<file path="src/rtl/bcd_pkg.sv">
// Shared definitions for the excess-3 -> BCD converter and the digit packer.
package bcd_pkg;
  typedef logic [3:0] bcd_digit_t;

  localparam bcd_digit_t BCD_MAX     = 4'd9;
  localparam bcd_digit_t EXS3_OFFSET = 4'd3;

  typedef enum logic [1:0] {PK_IDLE, PK_COLLECT, PK_HOLD} pk_state_t;
endpackage

</file>
<file path="src/rtl/bcd_digit_check.sv">
// Flags a 4-bit code that is not a legal BCD digit (10..15).
module bcd_digit_check
  import bcd_pkg::*;
(
  input  bcd_digit_t digit,
  output logic       illegal
);
  assign illegal = (digit > BCD_MAX);
endmodule

</file>
<file path="src/rtl/bcd_digit_packer.sv">
// Packs a frame of up to NUM_DIGITS BCD digits (MSD first) into one right-aligned
// word and presents it over valid/ready, with an illegal-digit flag per frame.
module bcd_digit_packer
  import bcd_pkg::*;
#(
  parameter  int NUM_DIGITS = 4,
  localparam int CW         = $clog2(NUM_DIGITS + 1),
  localparam int W          = 4 * NUM_DIGITS
) (
  input  logic          clk,
  input  logic          rst_n,
  input  logic          in_valid,
  output logic          in_ready,
  input  bcd_digit_t    in_digit,
  input  logic          in_last,
  output logic          out_valid,
  input  logic          out_ready,
  output logic [W-1:0]  out_bcd,
  output logic [CW-1:0] out_ndig,
  output logic          out_err
);

  pk_state_t     state, state_nxt;
  logic [W-1:0]  shreg, shreg_nxt;
  logic [CW-1:0] count, count_nxt;
  logic          err_acc, err_nxt;
  logic          illegal, accept, close;

  bcd_digit_check u_check (
    .digit   (in_digit),
    .illegal (illegal)
  );

  assign accept    = in_valid & in_ready;
  assign shreg_nxt = {shreg[W-5:0], in_digit};
  assign count_nxt = count + CW'(1);
  assign err_nxt   = err_acc | illegal;
  // A full frame closes regardless of in_last; the next digit opens a new one.
  assign close     = accept & (in_last | (count == CW'(NUM_DIGITS - 1)));

  always_ff @(posedge clk or negedge rst_n) begin
    if (!rst_n) state <= PK_IDLE;
    else        state <= state_nxt;
  end

  always_comb begin
    state_nxt = state;
    case (state)
      PK_IDLE, PK_COLLECT: if (accept) state_nxt = close ? PK_HOLD : PK_COLLECT;
      PK_HOLD:             if (out_ready) state_nxt = PK_IDLE;
      default:             state_nxt = PK_IDLE;
    endcase
  end

  // in_ready is gated by rst_n so the source sees no acceptance while reset is held.
  always_comb begin
    in_ready  = rst_n & (state != PK_HOLD);
    out_valid = (state == PK_HOLD);
  end

  always_ff @(posedge clk or negedge rst_n) begin
    if (!rst_n) begin
      shreg    <= '0;
      count    <= '0;
      err_acc  <= 1'b0;
      out_bcd  <= '0;
      out_ndig <= '0;
      out_err  <= 1'b0;
    end else if (accept) begin
      shreg   <= shreg_nxt;
      count   <= count_nxt;
      err_acc <= err_nxt;
      if (close) begin
        out_bcd  <= shreg_nxt;
        out_ndig <= count_nxt;
        out_err  <= err_nxt;
      end
    end else if (state == PK_HOLD && out_ready) begin
      // Word is gone; output regs keep the last word for observability.
      shreg   <= '0;
      count   <= '0;
      err_acc <= 1'b0;
    end
  end

endmodule

</file>
<file path="config.mk">
export PLATFORM = sky130hd
export DESIGN_NAME = bcd_digit_packer
export DESIGN_NICKNAME = d
export VERILOG_FILES = /design/src/rtl/bcd_pkg.sv /design/src/rtl/bcd_digit_check.sv /design/src/rtl/bcd_digit_packer.sv
export SDC_FILE = /design/constraint.sdc
export NUM_CORES = 1
export LEC_CHECK = 0
export BUFFER_PORTS_ARGS = -buffer_cell sky130_fd_sc_hd__clkbuf_2
export CAP_MARGIN = 30
export CORE_MARGIN = 8
export CORE_UTILIZATION = 35
export CTS_CLUSTER_SIZE = 10
export DETAILED_ROUTE_END_ITERATION = 12
export PLACE_DENSITY = 0.68
export SKIP_CTS_REPAIR_TIMING = 1
export SLEW_MARGIN = 20
export SYNTH_ARGS = -nofsm -noshare
export SYNTH_HDL_FRONTEND = slang
export SYNTH_SLANG_ARGS = --single-unit
</file>
<file path="constraint.sdc">
create_clock -name clk -period 1.4 [get_ports clk]
set_input_delay 0.21 -clock clk [delete_from_list [all_inputs] [get_ports clk]]
set_output_delay 0.21 -clock clk [all_outputs]
set_load 0.1 [all_outputs]
</file>
# After elaboration in Yosys (flattened, before gate mapping)
# Index checks and enable logic that the tools add are counted.
# W data, S select, Z words.
dict set report totals {
  register_bits 38
  in_bits 9
  out_inout_bits 22
  wordCells 36
}
dict set report classes {
  addsub 1
  order_cmp 1
  n_eq_ne 6
  n_mux 10
  bitwise 5
  n_reduce_logical 6
}
# op count
set ops {}
lappend ops {{$mux W12} 2}
lappend ops {{$mux W2} 3}
lappend ops {{$mux W3} 2}
lappend ops {{$gt A4 B4 Y1 const B} 1}
lappend ops {{$ne A2 B2 Y1 const B} 2}
lappend ops {{$pmux W2 S2} 1}
lappend ops {{$reduce_and A2 Y1} 2}
lappend ops {{$add A3 B1 Y3 const B} 1}
lappend ops {{$and A1 B1 Y1} 3}
lappend ops {{$eq A3 B2 Y1 const B} 1}
lappend ops {{$eq A2 B1 Y1 const B} 1}
lappend ops {{$eq A2 B2 Y1 const B} 1}
lappend ops {{$logic_not A2 Y1} 1}
lappend ops {{$mux W1} 2}
lappend ops {{$ne A2 B1 Y1 const B} 1}
lappend ops {{$or A1 B1 Y1} 2}
lappend ops {{$reduce_bool A2 Y1} 1}
lappend ops {{$reduce_or A2 Y1} 1}
lappend ops {{$logic_and A1 B1 Y1} 1}

# Depth between registers and ports, before layout
dict set report logic_depth {
  word_depth 7
  depth_mapped 6
  ltp_nobuf 5
}

# Modules after synthesis
# A second synthesis with hierarchy kept.
dict set report unflattened {
  cells_unflattened 99
  hier_area_um2 1586.5
}
# module n_inst cells_per_inst area_each_um2
set by_module_without_submodules {}
lappend by_module_without_submodules {bcd_digit_packer 1 98 1579.0}
lappend by_module_without_submodules {bcd_digit_check 1 1 7.5}

# Least setup slack after synthesis
# Ideal clock, no wire load.
dict set report synth_timing {
  path_type {flip-flop to flip-flop}
  startpoint {reg state[1]}
  endpoint {reg out_bcd[0]}
  arrival_ns 1.506
  slack_ns -0.231
  stages_incl_launch_ff 6
  period_less_slack_ns 1.631
  cell_sequence {dfrtp_1 nand2b_4 inv_2 nor3_4 buf_6 mux2_2}
}
dict set report synth_via {
  elab_chain_cells 5
}
# element line
set synth_rtl {}
lappend synth_rtl {{start: declaration} bcd_digit_packer.sv:23} ;# pk_state_t state, state_nxt;
lappend synth_rtl {{start signal: assignment} bcd_digit_packer.sv:43} ;# else state <= state_nxt;
lappend synth_rtl {{$ne A2 B2 Y1 (*)} bcd_digit_packer.sv:57} ;# in_ready = rst_n & (state != PK_HOLD);
lappend synth_rtl {{$and A1 B1 Y1 (*)} bcd_digit_packer.sv:57}
lappend synth_rtl {{$and A1 B1 Y1 (*)} bcd_digit_packer.sv:34} ;# assign accept = in_valid & in_ready;
lappend synth_rtl {{$and A1 B1 Y1} bcd_digit_packer.sv:39} ;# assign close = accept & (in_last | (count == CW'(NUM_DIGITS - 1)));
lappend synth_rtl {{$reduce_and A2 Y1 (no source line) (*)} n/a}
lappend synth_rtl {{end signal: assignment} bcd_digit_packer.sv:74} ;# out_bcd <= shreg_nxt;
lappend synth_rtl {{end: declaration} bcd_digit_packer.sv:18} ;# output logic [W-1:0] out_bcd,
# Every way passes the cells marked *; elsewhere a longest branch is shown, timed or not.
# A chain may end at the register's enable or synchronous reset.

# Final worst setup path
dict set report layout_timing {
  startpoint {reg state[0]}
  endpoint {reg out_bcd[4]}
}
# The elaborated chain is that of the path after synthesis.

==> impl_results.md <==
* Status: finished, violations left
* Failing checks: negative setup slack
* Number of global-route vias before repair at 1043
* Buf+Inv Stages, Crit Path at 3
* Most frequent cell after synthesis: dfrtp_1
* Wire per inst at 15.8 um
* Slew HR at 0.792
* Critical Path, Cell by Cell: nand2b_4 > buf_12 > inv_12 > nor3_4 > buf_12 > mux2_2
* Max-cap violation count at 0
* Sequential area share after synthesis at 0.633
* DPL Wire Length at 2230 um
* Pre-antenna DRT Iters at 4
* Netlist Area Pre-Place at 1500 um2
* Full die area at 6640 um2
* Setup_tns at -2.99 ns
* Layout Nets at around 160
* Row cnt at 24
* CTS HTree Levels at 2
* Setup WS post-layout at -0.163 ns
* Via/cell ratio at 4.92
* Final core occ at 0.478
* Gr usage total at 0.104
* Initial Utilization at 0.355
* DIE WIDTH at between 80 and 90 um
* Critical Path Max Stage Delay at 0.38 ns
* Final Hold Viols at 0
* Slew at the pin closest to its max-slew limit at 0.309 ns
* Synth unique cells at 22
* Syn_nets at 110
* Ys async rst share at 1.00
* Maximum buffer depth of the clock tree at 2
* Post-Syn Area per Cell at roughly 15 um2
* Minimum clock period at 1.56 ns
* Grt ovf at 0
* Area fraction of the dominant cell type after synthesis at 0.633
* Crit end category: flop
* CTS tree: done
* Number of synthesized flops with an enable pin at 0
* Drt drc at 0
* CP Launch Type: flop
* Num CTS Buffers at 5
* Layout cells sized above 1 at 0.517
* Worst Setup Slack post-DPL at -0.217 ns
* Warnings, synthesis at 0
* Top cells by area, synth: dfrtp_1 (63%), mux2_2 (14%), a22o_1 (7.6%)
* Worst min path class: in2reg
* Critical Path AT at ~1.7 ns
* Height of the die at 81.5 um
* # setup viols final at 21
* Req. time, crit path at 1.58 ns
* Core ar. at 4230 um2
* Mapped Cells at between 90 and 100
* Clock slew at reported path FFs at 0.07 ns
* Ys flop type: dfrtp_1
* Yosys top cell by area: dfrtp_1
* Pin count of the biggest net entering global routing at 22
* Initial antenna violation count at 0
* Worst skew pair latency at 0.29 ns
* I/O Pins at 31
* Slowest CP cell: dfrtp_1
* Via count at 970
* Final Non-Filler Cells at 197
* Clk_skew at ~0.0066 ns
* Most used cell, CP: buf_12
* Most instantiated cells after synthesis: dfrtp_1 (38), mux2_2 (18), a22o_1 (13)
* Worst-path maximum fanout at 21
* Layout area overhead at 34.9%
* Clock tree root buffer cell: clkbuf_8
* Antenna Violating Nets Remaining at 0
* Unrepaired setup endpoints after global routing: yes
* Port Buffers at 30
* Routed wire length at 3120 um
* CTS Sinks at 38
* Critical path class: reg2reg
* GPL Wtd Cong at 0.746
* Crit share post-route at 1.12
* First-pass GRT wire length at 5180 um
* Synthesis-stage register bit count at 38
* Final slew viol count at 0
* Top Family by Delay on Critical Path: flip-flops
* R2R setup slack at -0.16 ns
* # diodes at 0
* Placed Cells incl. Taps at 186
* Max Freq at approximately 640 MHz
* Initial drt markers at 51
## worst reg2reg max path, stage by stage, from the launching register on
cell	delay (ns)
dfrtp_1	0.38
nand2b_4	0.17
buf_12	0.12
inv_12	0.03
nor3_4	0.20
buf_12	0.20
mux2_2	0.36
## metrics by stage
step	hold slack [ns]	cell area [um2]
after floorplan	-0.0856	1540
after global placement	0.234	1880
after detailed placement	0.254	1880
after CTS	-0.0648	1970
after global routing	0.155	2030
final	0.162	2030
## layout by cell type (no fill, tap or decap), drive strengths merged, types with 3 or more instances in the layout
cell type	count
a22o	13
nand2	3
mux2	19
mux2i	3
clkbuf	15
inv	5
dfrtp	38
buf	33
## cells by family (layout without fill, tap and decap cells)
logic type,count (synthesis),after routing,synth area share
and+or+nand+nor,10,10,0.0458
buffers and inverters,9,55,0.0375
adders and majority gates,2,2,0.0167
DFF,38,38,0.633
AOI/OAI and AO/OA,18,18,0.102
muxes,22,22,0.165
## routing by layer
layer  part of all wire  vias up  GRT usage
met2               0.45       35      0.147
met3              0.089        5     0.0591
met4              0.019        0     0.0482
li1                   -      447          -
met5                  0        -          0
met1               0.44      483      0.125
## worst paths after layout
| path | end | start | depth (start not counted) |
|---|---|---|---|
| max in group asynchronous | state[1] | rst_n | 3 |
| hold reg to reg | count[2] | count[2] | 1 |
| setup / recovery | out_bcd[4] | state[0] | 6 |
| min in group asynchronous | out_bcd[0] | rst_n | 3 |
| hold / removal | shreg[0] | in_digit[0] | 2 |
| setup reg to reg | out_bcd[4] | state[0] | 6 |
## layout make-up
cell class | instances | area, um2
fillers | 368 | 2210
flip-flops and latches | 38 | 951
multi-input cells | 52 | 528
repair buffers | 42 | 359
clock buffers | 7 | 86.3
well taps | 52 | 65.1
inverters | 5 | 31.3
clock inverters | 1 | 5.00
## registers in the layout (all words and copies together) (netlist names)
register / count
count: 3
err_acc: 1
out_bcd: 16
out_err: 1
out_ndig: 3
shreg: 12
state: 2
Power is not shown: default switching activity piles up to over one toggle a cycle in this logic, so the estimate is an artifact.
